**config.mk**
```make
export PLATFORM = sky130hd
export DESIGN_NAME = button_pulse_gen
export DESIGN_NICKNAME = d
export VERILOG_FILES = /design/src/rtl/btn_pkg.sv /design/src/rtl/sync_2ff.sv /design/src/rtl/button_pulse_gen.sv
export SDC_FILE = /design/constraint.sdc
export NUM_CORES = 1
export LEC_CHECK = 0
export BUFFER_PORTS_ARGS = -buffer_cell sky130_fd_sc_hd__buf_2
export CORE_UTILIZATION = 50
export DETAILED_ROUTE_END_ITERATION = 12
export MAX_ROUTING_LAYER = met4
export PLACE_DENSITY = 0.66
export SYNTH_ARGS = -nofsm -noshare
export SYNTH_HDL_FRONTEND = slang
export SYNTH_HIERARCHICAL = 1
export SYNTH_SLANG_ARGS = --single-unit
```
**constraint.sdc**
```tcl
create_clock -name clk -period 5.6 [get_ports clk]
set_clock_uncertainty 0.1 [all_clocks]
set_input_delay 0.56 -clock clk [delete_from_list [all_inputs] [get_ports clk]]
set_output_delay 0.56 -clock clk [all_outputs]
set_load 0.05 [all_outputs]
```
**src/rtl/btn_pkg.sv**
```systemverilog
// Purpose: shared types for the push-button pulse generator.
// Latency: n/a (types and constant helpers only).
// Backpressure: n/a.
package btn_pkg;

    // Debounce / hold / repeat controller states.
    typedef enum logic [2:0] {
        IDLE       = 3'd0,
        PRESS_DB   = 3'd1,
        HELD       = 3'd2,
        REPEAT     = 3'd3,
        RELEASE_DB = 3'd4
    } btn_state_t;

    // Largest of three cycle counts; sizes the shared state counter.
    function automatic int max3(input int a, input int b, input int c);
        int m;
        m = a;
        if (b > m) m = b;
        if (c > m) m = c;
        return m;
    endfunction

endpackage

```
**src/rtl/sync_2ff.sv**
```systemverilog
// Purpose: two-flop synchronizer for one asynchronous bit.
// Latency: 2 clk edges from d to q.
// Backpressure: none; free-running.
//
// Ports: clk, reset (async active-low), d (async input), q (synchronized).
module sync_2ff #(
    parameter logic RST_VAL = 1'b0
) (
    input  logic clk,
    input  logic reset,
    input  logic d,
    output logic q
);

    logic meta;

    always_ff @(posedge clk or negedge reset) begin
        if (!reset) begin
            meta <= RST_VAL;
            q    <= RST_VAL;
        end else begin
            meta <= d;
            q    <= meta;
        end
    end

endmodule

```
**src/rtl/button_pulse_gen.sv**
```systemverilog
// Purpose: debounce a raw push-button, emit one-cycle pulses per press (plus optional auto-repeat).
// Latency: pulse/pressed rise after edge DEBOUNCE_CYCLES+2 (edge 0 = first edge sampling press).
// Backpressure: none; pulse is a single-cycle enable with no handshake.
//
// Ports: clk, reset (async active-low), btn_in (raw button), pulse (one-cycle
// enable per accepted press / repeat), pressed (debounced level, 1 = pressed).
module button_pulse_gen
    import btn_pkg::*;
#(
    parameter int DEBOUNCE_CYCLES = 50000,
    parameter int HOLD_CYCLES     = 25000000,
    parameter int REPEAT_CYCLES   = 10000000,
    parameter int REPEAT_EN       = 0,
    parameter int ACTIVE_LOW_BTN  = 1
) (
    input  logic clk,
    input  logic reset,
    input  logic btn_in,
    output logic pulse,
    output logic pressed
);

    // The counter only ever reaches (limit - 1), so $clog2 of the largest
    // limit is always wide enough.
    localparam int CNT_MAX = max3(DEBOUNCE_CYCLES, HOLD_CYCLES, REPEAT_CYCLES);
    localparam int CNT_W   = (CNT_MAX > 1) ? $clog2(CNT_MAX) : 1;

    localparam logic [CNT_W-1:0] DB_LAST   = CNT_W'(DEBOUNCE_CYCLES - 1);
    localparam logic [CNT_W-1:0] HOLD_LAST = CNT_W'(HOLD_CYCLES - 1);
    localparam logic [CNT_W-1:0] REP_LAST  = CNT_W'(REPEAT_CYCLES - 1);

    // Raw level of btn_in when the button is not pressed.
    localparam logic BTN_REL = (ACTIVE_LOW_BTN != 0) ? 1'b1 : 1'b0;

    logic             btn_sync;
    logic             btn_s;
    btn_state_t       state;
    btn_state_t       state_nxt;
    logic [CNT_W-1:0] cnt;
    logic [CNT_W-1:0] cnt_nxt;
    logic             pulse_nxt;
    logic             pressed_nxt;

    sync_2ff #(
        .RST_VAL (BTN_REL)
    ) u_sync (
        .clk   (clk),
        .reset (reset),
        .d     (btn_in),
        .q     (btn_sync)
    );

    // Normalize so btn_s = 1 means pressed regardless of board polarity.
    assign btn_s = btn_sync ^ BTN_REL;

    always_ff @(posedge clk or negedge reset) begin
        if (!reset) begin
            state   <= IDLE;
            cnt     <= '0;
            pulse   <= 1'b0;
            pressed <= 1'b0;
        end else begin
            state   <= state_nxt;
            cnt     <= cnt_nxt;
            pulse   <= pulse_nxt;
            pressed <= pressed_nxt;
        end
    end

    // Every state change clears cnt, so each state times from its own entry.
    always_comb begin
        state_nxt = state;
        cnt_nxt   = cnt;
        pulse_nxt = 1'b0;

        case (state)
            IDLE: begin
                if (btn_s) begin
                    state_nxt = PRESS_DB;
                    cnt_nxt   = '0;
                end
            end

            PRESS_DB: begin
                if (!btn_s) begin
                    state_nxt = IDLE;
                    cnt_nxt   = '0;
                end else if (cnt == DB_LAST) begin
                    state_nxt = HELD;
                    cnt_nxt   = '0;
                    pulse_nxt = 1'b1;
                end else begin
                    cnt_nxt = cnt + CNT_W'(1);
                end
            end

            HELD: begin
                if (!btn_s) begin
                    state_nxt = RELEASE_DB;
                    cnt_nxt   = '0;
                end else if (cnt == HOLD_LAST) begin
                    // Without auto-repeat cnt parks here until release.
                    if (REPEAT_EN != 0) begin
                        state_nxt = REPEAT;
                        cnt_nxt   = '0;
                        pulse_nxt = 1'b1;
                    end
                end else begin
                    cnt_nxt = cnt + CNT_W'(1);
                end
            end

            REPEAT: begin
                if (!btn_s) begin
                    state_nxt = RELEASE_DB;
                    cnt_nxt   = '0;
                end else if (cnt == REP_LAST) begin
                    cnt_nxt   = '0;
                    pulse_nxt = 1'b1;
                end else begin
                    cnt_nxt = cnt + CNT_W'(1);
                end
            end

            RELEASE_DB: begin
                // A press glitch during release returns to HELD silently and
                // restarts the hold timer.
                if (btn_s) begin
                    state_nxt = HELD;
                    cnt_nxt   = '0;
                end else if (cnt == DB_LAST) begin
                    state_nxt = IDLE;
                    cnt_nxt   = '0;
                end else begin
                    cnt_nxt = cnt + CNT_W'(1);
                end
            end

            default: begin
                state_nxt = IDLE;
                cnt_nxt   = '0;
            end
        endcase

        pressed_nxt = (state_nxt == HELD) || (state_nxt == REPEAT) ||
                      (state_nxt == RELEASE_DB);
    end

endmodule

```
Yosys cells after proc, flatten, opt, wreduce, memory -nomap -nowiden --
Index checks and enable logic that the tools add are counted.
Operators by class: add/subtract/negate cells 1, multipliers 0, eq/ne operators 12, reductions and logical operators 5, bitwise operators 0, div/mod/pow operators 0, multiplexer cells 21, shift operators 0, magnitude comparators 0
Operator list (count):
- 2-to-1 mux 25 bit | 8
- case mux 25 bit (5 select lines) | 1
- adder 25 x 1 -> 25 bit, second input constant | 1
- == test 25 x 16 -> 1 bit, second input constant | 1
- == test 25 x 24 -> 1 bit, second input constant | 1
- == test 25 bit, second input constant | 1
- 2-to-1 mux 3 bit | 6
- == test 3 x 2 -> 1 bit, second input constant | 4
- case mux 3 bit (4 select lines) | 1
- == test 3 bit, second input constant | 2
- 2-to-1 mux 1 bit | 4
- == test 3 x 1 -> 1 bit, second input constant | 1
- logical NOT 3 bit | 1
- inequality test 3 x 2 -> 1 bit, second input constant | 1
- logical OR 1 bit | 2
- inequality test 2 bit, second input constant | 1
- case mux 1 bit (2 select lines) | 1
- AND reduction 2 bit | 1
- OR reduction 2 bit | 1
Word-level totals: memories kept 0, bits in read-only memories 0, RAM bits 0, register bits after elaboration 32, logic and storage cells 45, output and inout bits 2, latch bits 0

Longest topological paths before layout --
Gate-level depths: netlist (run 1).
depth in word-level cells 7, mapped depth 9, depth with buffers taken out 7

Cells and area by module --
Netlist (run 1), hierarchy kept.
Modules (own cells, without submodules):
- button_pulse_gen | area an instance 1953.1 um^2, times used 1, cells each 224, sequential area each 750.7 um^2
- sync_2ff | area an instance 52.6 um^2, times used 1, cells each 2, sequential area each 52.6 um^2

Worst setup path before layout (run 1) --
Ideal clock, no wire load.
kind register to register, start point reg cnt[18], end point reg cnt[15], setup slack 3295 ps, buffers on the path 0, setup time 121 ps, arrival time 2084 ps, data required time 5379 ps, cell stages (with the launch flop) 7, path through dfrtp_1 > or4_4 > or3_4 > nor3_4 > o22ai_1 > a21o_1 > a22o_1
On the way: longest elaborated chain between the ends 4, elaborated cells on any way between the ends 11
Ends and longest elaborated chain:
- from (decl) | RTL line button_pulse_gen.sv:39 | logic [CNT_W-1:0] cnt;
- from (signal assigned) | RTL line button_pulse_gen.sv:64 | cnt <= cnt_nxt;
- == test 25 x 16 -> 1 bit or == test 25 x 24 -> 1 bit (tied branches) | RTL line button_pulse_gen.sv:88, button_pulse_gen.sv:131, button_pulse_gen.sv:117
- 2-to-1 mux 25 bit (on tied branches) | RTL line button_pulse_gen.sv:88, button_pulse_gen.sv:131, button_pulse_gen.sv:117
- 2-to-1 mux 25 bit (on tied branches) | RTL line button_pulse_gen.sv:128, button_pulse_gen.sv:85, button_pulse_gen.sv:114
- case mux 25 bit (5 select lines) | RTL line button_pulse_gen.sv:76 | case (state)
Parallel ways exist; a longest one is shown, timed or not. A chain may end at the register's enable or synchronous reset.

Worst setup path in the final report (run 1) --
start point reg cnt[0], end point reg cnt[4]
On the way: longest elaborated chain between the ends 4, elaborated cells on any way between the ends 14
Ends and longest elaborated chain (RTL line):
- adder 25 x 1 -> 25 bit (tied with other cells)
- 2-to-1 mux 25 bit (on tied branches) (2 in a row)
- case mux 25 bit (5 select lines) | button_pulse_gen.sv:76
Parallel ways exist; a longest one is shown, timed or not. The select of a mux whose other input is x is not followed.

==> results of run 1 <==
[cell families after synthesis]
kind of cell             count (synthesis)  share of synthesized area
buffers and inverters                   23                     0.0505
flip-flops                              32                      0.400
XOR/XNOR                                 1                    0.00437
AO/OA/AOI/OAI                           59                      0.218
adder cells (fa/ha/maj)                  1                    0.00624
multiplexers                             4                     0.0200
AND/OR/NAND/NOR                        106                      0.300
[power groups by stage]
stage / Sequential (mW) / Clock (mW) / Combinational, mW
final: 0.237 / 0.220 / 0.0331
after global routing: 0.237 / 0.226 / 0.0363
after CTS: 0.237 / 0.219 / 0.0329
after global placement: 0.241 / 0 / 0.0315
after floorplan: 0.240 / 0 / 0.0237
after detailed placement: 0.241 / 0 / 0.0327
[through the flow]
step                      cell area [um2]  power, mW  cells
after CTS                            2130      0.488    272
final                                2130      0.489    272
after global placement               2020      0.272    264
after floorplan                      2010      0.264    226
after detailed placement             2020      0.274    264
after global routing                 2130      0.499    272
[layout make-up]
| class | count | share of cell area |
|---|---|---|
| Multi-Input combinational cell | 171 | 0.518 |
| Clock buffer | 6 | 0.0341 |
| Timing Repair Buffer | 4 | 0.00942 |
| Inverter | 9 | 0.0159 |
| Tap cell | 48 | 0.0283 |
| Clock inverter | 2 | 0.0165 |
| Sequential cell | 32 | 0.378 |
[registers in the layout, summed over array words and instances, names as in the netlist]
signal and flops:
u_sync/q 1, pulse 1, u_sync/meta 1, cnt 25
pressed 1, state 3
[layer usage]
| layer | track usage | routed length [um] | vias to the layer above |
|---|---|---|---|
| met3 | 0.0486 | 373 | 11 |
| met1 | 0.353 | 2150 | 851 |
| met5 | - | 0 | - |
| li1 | - | - | 840 |
| met4 | 0.101 | 106 | 0 |
| met2 | 0.401 | 2280 | 75 |
[layout by cell type, fill, tap and decap left out, types with 3 or more instances in the layout]
master / instances
dfrtp_1: 30
a22o_1: 4
nand3_1: 8
o2bb2ai_1: 4
mux2i_1: 4
nand4_1: 13
a2bb2oi_2: 4
nor4_1: 3
a21o_1: 3
nand2_1: 18
o41ai_1: 3
nor3_1: 10
buf_2: 4
o21ai_0: 14
nor2_1: 24
and3_1: 4
a21oi_1: 10
inv_1: 9
nor2_2: 3
o21ai_1: 4
nor4b_1: 3
a31oi_1: 3
clkbuf_8: 5
[worst max-delay path by stage]
stage,cells after the start,to,start,slack [ns]
final,6,cnt[4]$_DFFE_PN0P_,cnt[0]$_DFFE_PN0P_,2.56
after detailed placement,6,cnt[4]$_DFFE_PN0P_,cnt[0]$_DFFE_PN0P_,2.61
after global placement,6,cnt[4]$_DFFE_PN0P_,cnt[0]$_DFFE_PN0P_,2.70
after global routing,6,cnt[4]$_DFFE_PN0P_,cnt[0]$_DFFE_PN0P_,2.36
after CTS,6,cnt[4]$_DFFE_PN0P_,cnt[0]$_DFFE_PN0P_,2.59
after floorplan,6,cnt[15]$_DFFE_PN0P_,cnt[18]$_DFFE_PN0P_,3.29
==> impl_metrics.toml, run 1 <==
[run_status]
outcome = "complete, no violations"

[critical_path]
cpMaxStageDelayCell = "o31ai_4"
rr_worst_depth = 6
rr_startpoint = "cnt[0]$_DFFE_PN0P_"
crit_required_ns = 5.68
reg2reg_setup_slack_ns = 2.56
crit_family = "compound AO/OA/AOI/OAI gates"
critPathKind = "flip-flop to flip-flop"
crit_path_cell_trace = "ha_1 -> nand3_1 -> or4b_1 -> o31ai_4 -> nor2_2 -> a22o_1"
worst_setup_path_start_kind = "flip-flop"
timing.critical_path.to_type = "flip-flop"
path_max_fanout = 22
cpPeakStageDelay_ns = 0.89
path_buf_inv = 0
arrival_ns = 3.12
timing.rr.end = "cnt[4]$_DFFE_PN0P_"

[timing]
max_clock_freq_mhz = 329
setup_ws_ns = 2.56
whs_ns = 0.221
hold_viol = 0
tns_ns = 0
setup_viol = 0
finalCritPeriodShare = 0.543
rsz0062_at_grt = "false"
worst_pin_slew_ns = 0.992
max_slew_margin = 0.339
min_period_ns = 3.04
finalMaxSlewViolations = 0

[pwr]
p_sw_frac = 0.233
powerDensity_nw_per_um2 = 230
power_leakage_nw = 0.807
switchingPower_mw = 0.114
ir_drop_uv = 151
p_seq_frac = 0.484
combPwrFrac = 0.068
p_int_mw = 0.376
pwr-share-clk = 0.449

[drt]
wl_per_cell_um = 18.0
drt_iter0_markers = 134
drt-pass1-iter-count = 4
routed_wl_mm = 4.91
ant_nets = 0
num_vias = 1777
viasPerCell = 6.53
route.detailed.drc = 0

[grt]
grt_pass1_wl_mm = 8.27
grt_pass1_vias = 1691
grt-ovfl-total = 0
antenna_found_initial = 0
grtUsageTotal = 0.265
grt_start_max_net_pins = 33

[min_path]
min_path_type = "primary input to async pin"

[floorplan]
io_pins = 5
die-area_um2 = 4270
start_util = 0.536
die_h_um = 65.3
rows = 22
die_x_um = 65.3
core-area_um2 = 3740

[synth]
syn_nets = 230
synth_top_area_cell = "dfrtp_1"
yosys_register_bits = 32
yosysMostFrequentCell = "dfrtp_1"
synth_edf_count = 0
synth.avg_cell_area_um2 = 8.87
synth.distinct_cells = 50
synth_commonest_cells = "dfrtp_1, nor2_1, nand2_1, o21ai_0, nand4_1"
syn_area_um2 = 2010
synthTopCellsByArea = "dfrtp_1, nor2_1, nand4_1"
yosys.area.top_type_share = 0.374
async_reset_ff_frac = 1.00
ys_warn_count = 6
postSynthCellCount = 226
ys_seq_area_frac = 0.400
yosys_most_used_dff = "dfrtp_1"

[cts]
clkSinkCount = 32
clockBufferDepth = 2
numCtsBuffers = 5
clk-insertion-delay-late_ns = 0.29
cts_hold_buf = 0
postCtsSetupBuffers = 0
cts_tree = "done"
htreeDepth = 2
clkTransAtPathRegs_ns = 0.07
root_buffer = "clkbuf_8"
post_cts_resized = 0

[layout]
nFillCells = 339
final_nets = 227
multi_input_area_um2 = 1100
drive_gt1_frac = 0.129
syn_to_final_growth_pct = 5.99
antenna_cells = 0
regArea_um2 = 803
fin_util = 0.568

[place]
dp_slack_ns = 2.61
gp_congestion = 0.954
dpl.hpwl_mm = 3.36
place.port_buffers = 4

[run]
drv_cap = 0
(Power assumes the default switching activity.)
==> run 2, diff against run 1 <==
- PLACE_DENSITY: 0.66 -> 0.69
- clock period: 5.6 -> 2.55 ns (I/O delays scaled with it)
==> run 2 against run 1 <==
Final area increased by 10%; sequential power grew 120%; critical endpoint is now cnt[18]$_DFFE_PN0P_; clock power is 120% higher; critical path type unchanged.
==> impl_metrics.toml, run 2 (synthesis results as in run 1) <==
[run_status]
outcome = "complete, no violations"

[floorplan]
core-area_um2 = 3740
die_h_um = 65.3
die-area_um2 = 4270
start_util = 0.536
rows = 22
io_pins = 5
die_x_um = 65.3

[cts]
cts_tree = "done"
root_buffer = "clkbuf_8"
htreeDepth = 2
clkTransAtPathRegs_ns = 0.08
clockBufferDepth = 2
clkSinkCount = 32
clk-insertion-delay-late_ns = 0.30
numCtsBuffers = 5

[layout]
drive_gt1_frac = 0.220
multi_input_area_um2 = 1140
nFillCells = 344
final_cell_mix = "dfrtp_1, nor2_1, buf_4"
regArea_um2 = 803
top_register = "cnt"
antenna_cells = 0
final_nets = 249
reg_top3 = "cnt: 25 flops, state: 3 flops"
largest_reg_flops = 25
syn_to_final_growth_pct = 16.8
mostFrequentLayoutCell = "dfrtp_1"

[run]
drv_cap = 0

[critical_path]
arrival_ns = 2.57
worst_setup_path_start_kind = "flip-flop"
crit_path_cell_trace = "ha_2 -> and3_1 -> nand4_1 -> nor3_4 -> o22a_4 -> buf_4 -> or4_2 -> o21ai_0"
timing.critical_path.to_type = "flip-flop"
crit_required_ns = 2.66
cpPeakStageDelay_ns = 0.59
cpMaxStageDelayCell = "or4_2"
critPathKind = "flip-flop to flip-flop"
rr_worst_depth = 8
path_max_fanout = 7

[drt]
num_vias = 1832
drt-pass1-iter-count = 4
routed-wl-met3_um = 335
viasPerCell = 6.23
routed_wl_mm = 5.18
wl_met1_mm = 2.36
route.met2.wl_mm = 2.37
route.detailed.drc = 0
wl_per_cell_um = 17.6
routed.top_layer = "met4"
ant_nets = 0
drt_iter0_markers = 141

[timing]
min_period_ns = 2.46
rsz0062_at_grt = "false"
finalMaxSlewViolations = 0
hold_viol = 0
max_slew_margin = 0.521
setup_viol = 0
max_clock_freq_mhz = 406
worst_pin_slew_ns = 0.718
finalCritPeriodShare = 0.966
tns_ns = 0

[min_path]
min_path_type = "flip-flop to flip-flop"
hold_depth = 0

[place]
gp_congestion = 0.979
place.port_buffers = 4
dpl.hpwl_mm = 3.63

[grt]
grt_pass1_wl_mm = 8.60
grt_start_max_net_pins = 33
grt-ovfl-total = 0
grtUsageTotal = 0.279
grt_pass1_vias = 1768
antenna_found_initial = 0

[pwr]
ir_drop_uv = 264
power.total_mw = 1.10
power_leakage_nw = 0.955
powerDensity_nw_per_um2 = 469
[run 2: changes by cell type in the layout (fill, tap and decap cells not counted), sizes merged]
cell         before  now
buf               4   24
dlygate4sd3       0    2
[run 2: stage by stage]
| stage | cells | util | cell area [um2] | setup slack, ns | hold WS (ns) |
|---|---|---|---|---|---|
| 5_1_grt | 294 | 0.626 | 2340 | 0.00356 | 0.262 |
| 6_report | 294 | 0.626 | 2340 | 0.0872 | 0.260 |
| 3_5_place_dp | 280 | 0.571 | 2140 | 0.0159 | 0.251 |
| 4_1_cts | 290 | 0.605 | 2270 | 0.00709 | 0.261 |
| 2_1_floorplan | 226 | - | 2010 | 0.245 | -0.141 |
| 3_3_place_gp | 280 | 0.571 | 2140 | 0.0750 | 0.241 |
[run 2: power by group]
| group | internal, mW | total [mW] | switching, mW |
|---|---|---|---|
| Clock | 0.290 | 0.487 | 0.197 |
| Sequential | 0.514 | 0.519 | 0.00510 |
| Combinational | 0.0366 | 0.0939 | 0.0573 |
| Total | 0.840 | 1.10 | 0.259 |
[run 2: repair_timing]
item	in CTS	in global routing
setup buffers	0	4
endpoints found under the setup margin	0	21
hold endpoints to repair	31	0
gates resized for setup	0	8
hold buffers	2	0
[run 2: worst paths after layout]
check / end / start / slack (ns)
setup / recovery: cnt[18]$_DFFE_PN0P_ / cnt[1]$_DFFE_PN0P_ / 0.09
hold / removal: u_sync/q$_DFF_PN1_ / u_sync/meta$_DFF_PN1_ / 0.26
setup reg to reg: cnt[18]$_DFFE_PN0P_ / cnt[1]$_DFFE_PN0P_ / 0.09
hold reg to reg: u_sync/q$_DFF_PN1_ / u_sync/meta$_DFF_PN1_ / 0.26
max in group asynchronous: cnt[21]$_DFFE_PN0P_ / reset / 1.43
min in group asynchronous: state[2]$_DFF_PN0_ / reset / 0.45
[run 2: metal layers]
metal,track usage,vias to the layer above
li1,-,878
met4,0.0951,0
met2,0.415,52
met1,0.365,891
met5,-,-
met3,0.0799,11
[run 2: area by class of cell]
| type | count | area share |
|---|---|---|
| Sequential cell | 32 | 0.343 |
| Clock buffer | 6 | 0.0310 |
| Timing Repair Buffer | 26 | 0.0865 |
| Multi-Input combinational cell | 171 | 0.485 |
| Tap cell | 48 | 0.0256 |
| Inverter | 9 | 0.0144 |
| Clock inverter | 2 | 0.0149 |
[run 2: critical path, delay by kind of cell, from the launching register on]
family	cells	cell delay [ns]
compound gates	2	0.39
simple gates	4	1.10
flops	1	0.41
fa+ha+maj	1	0.21
buf+inv	1	0.15
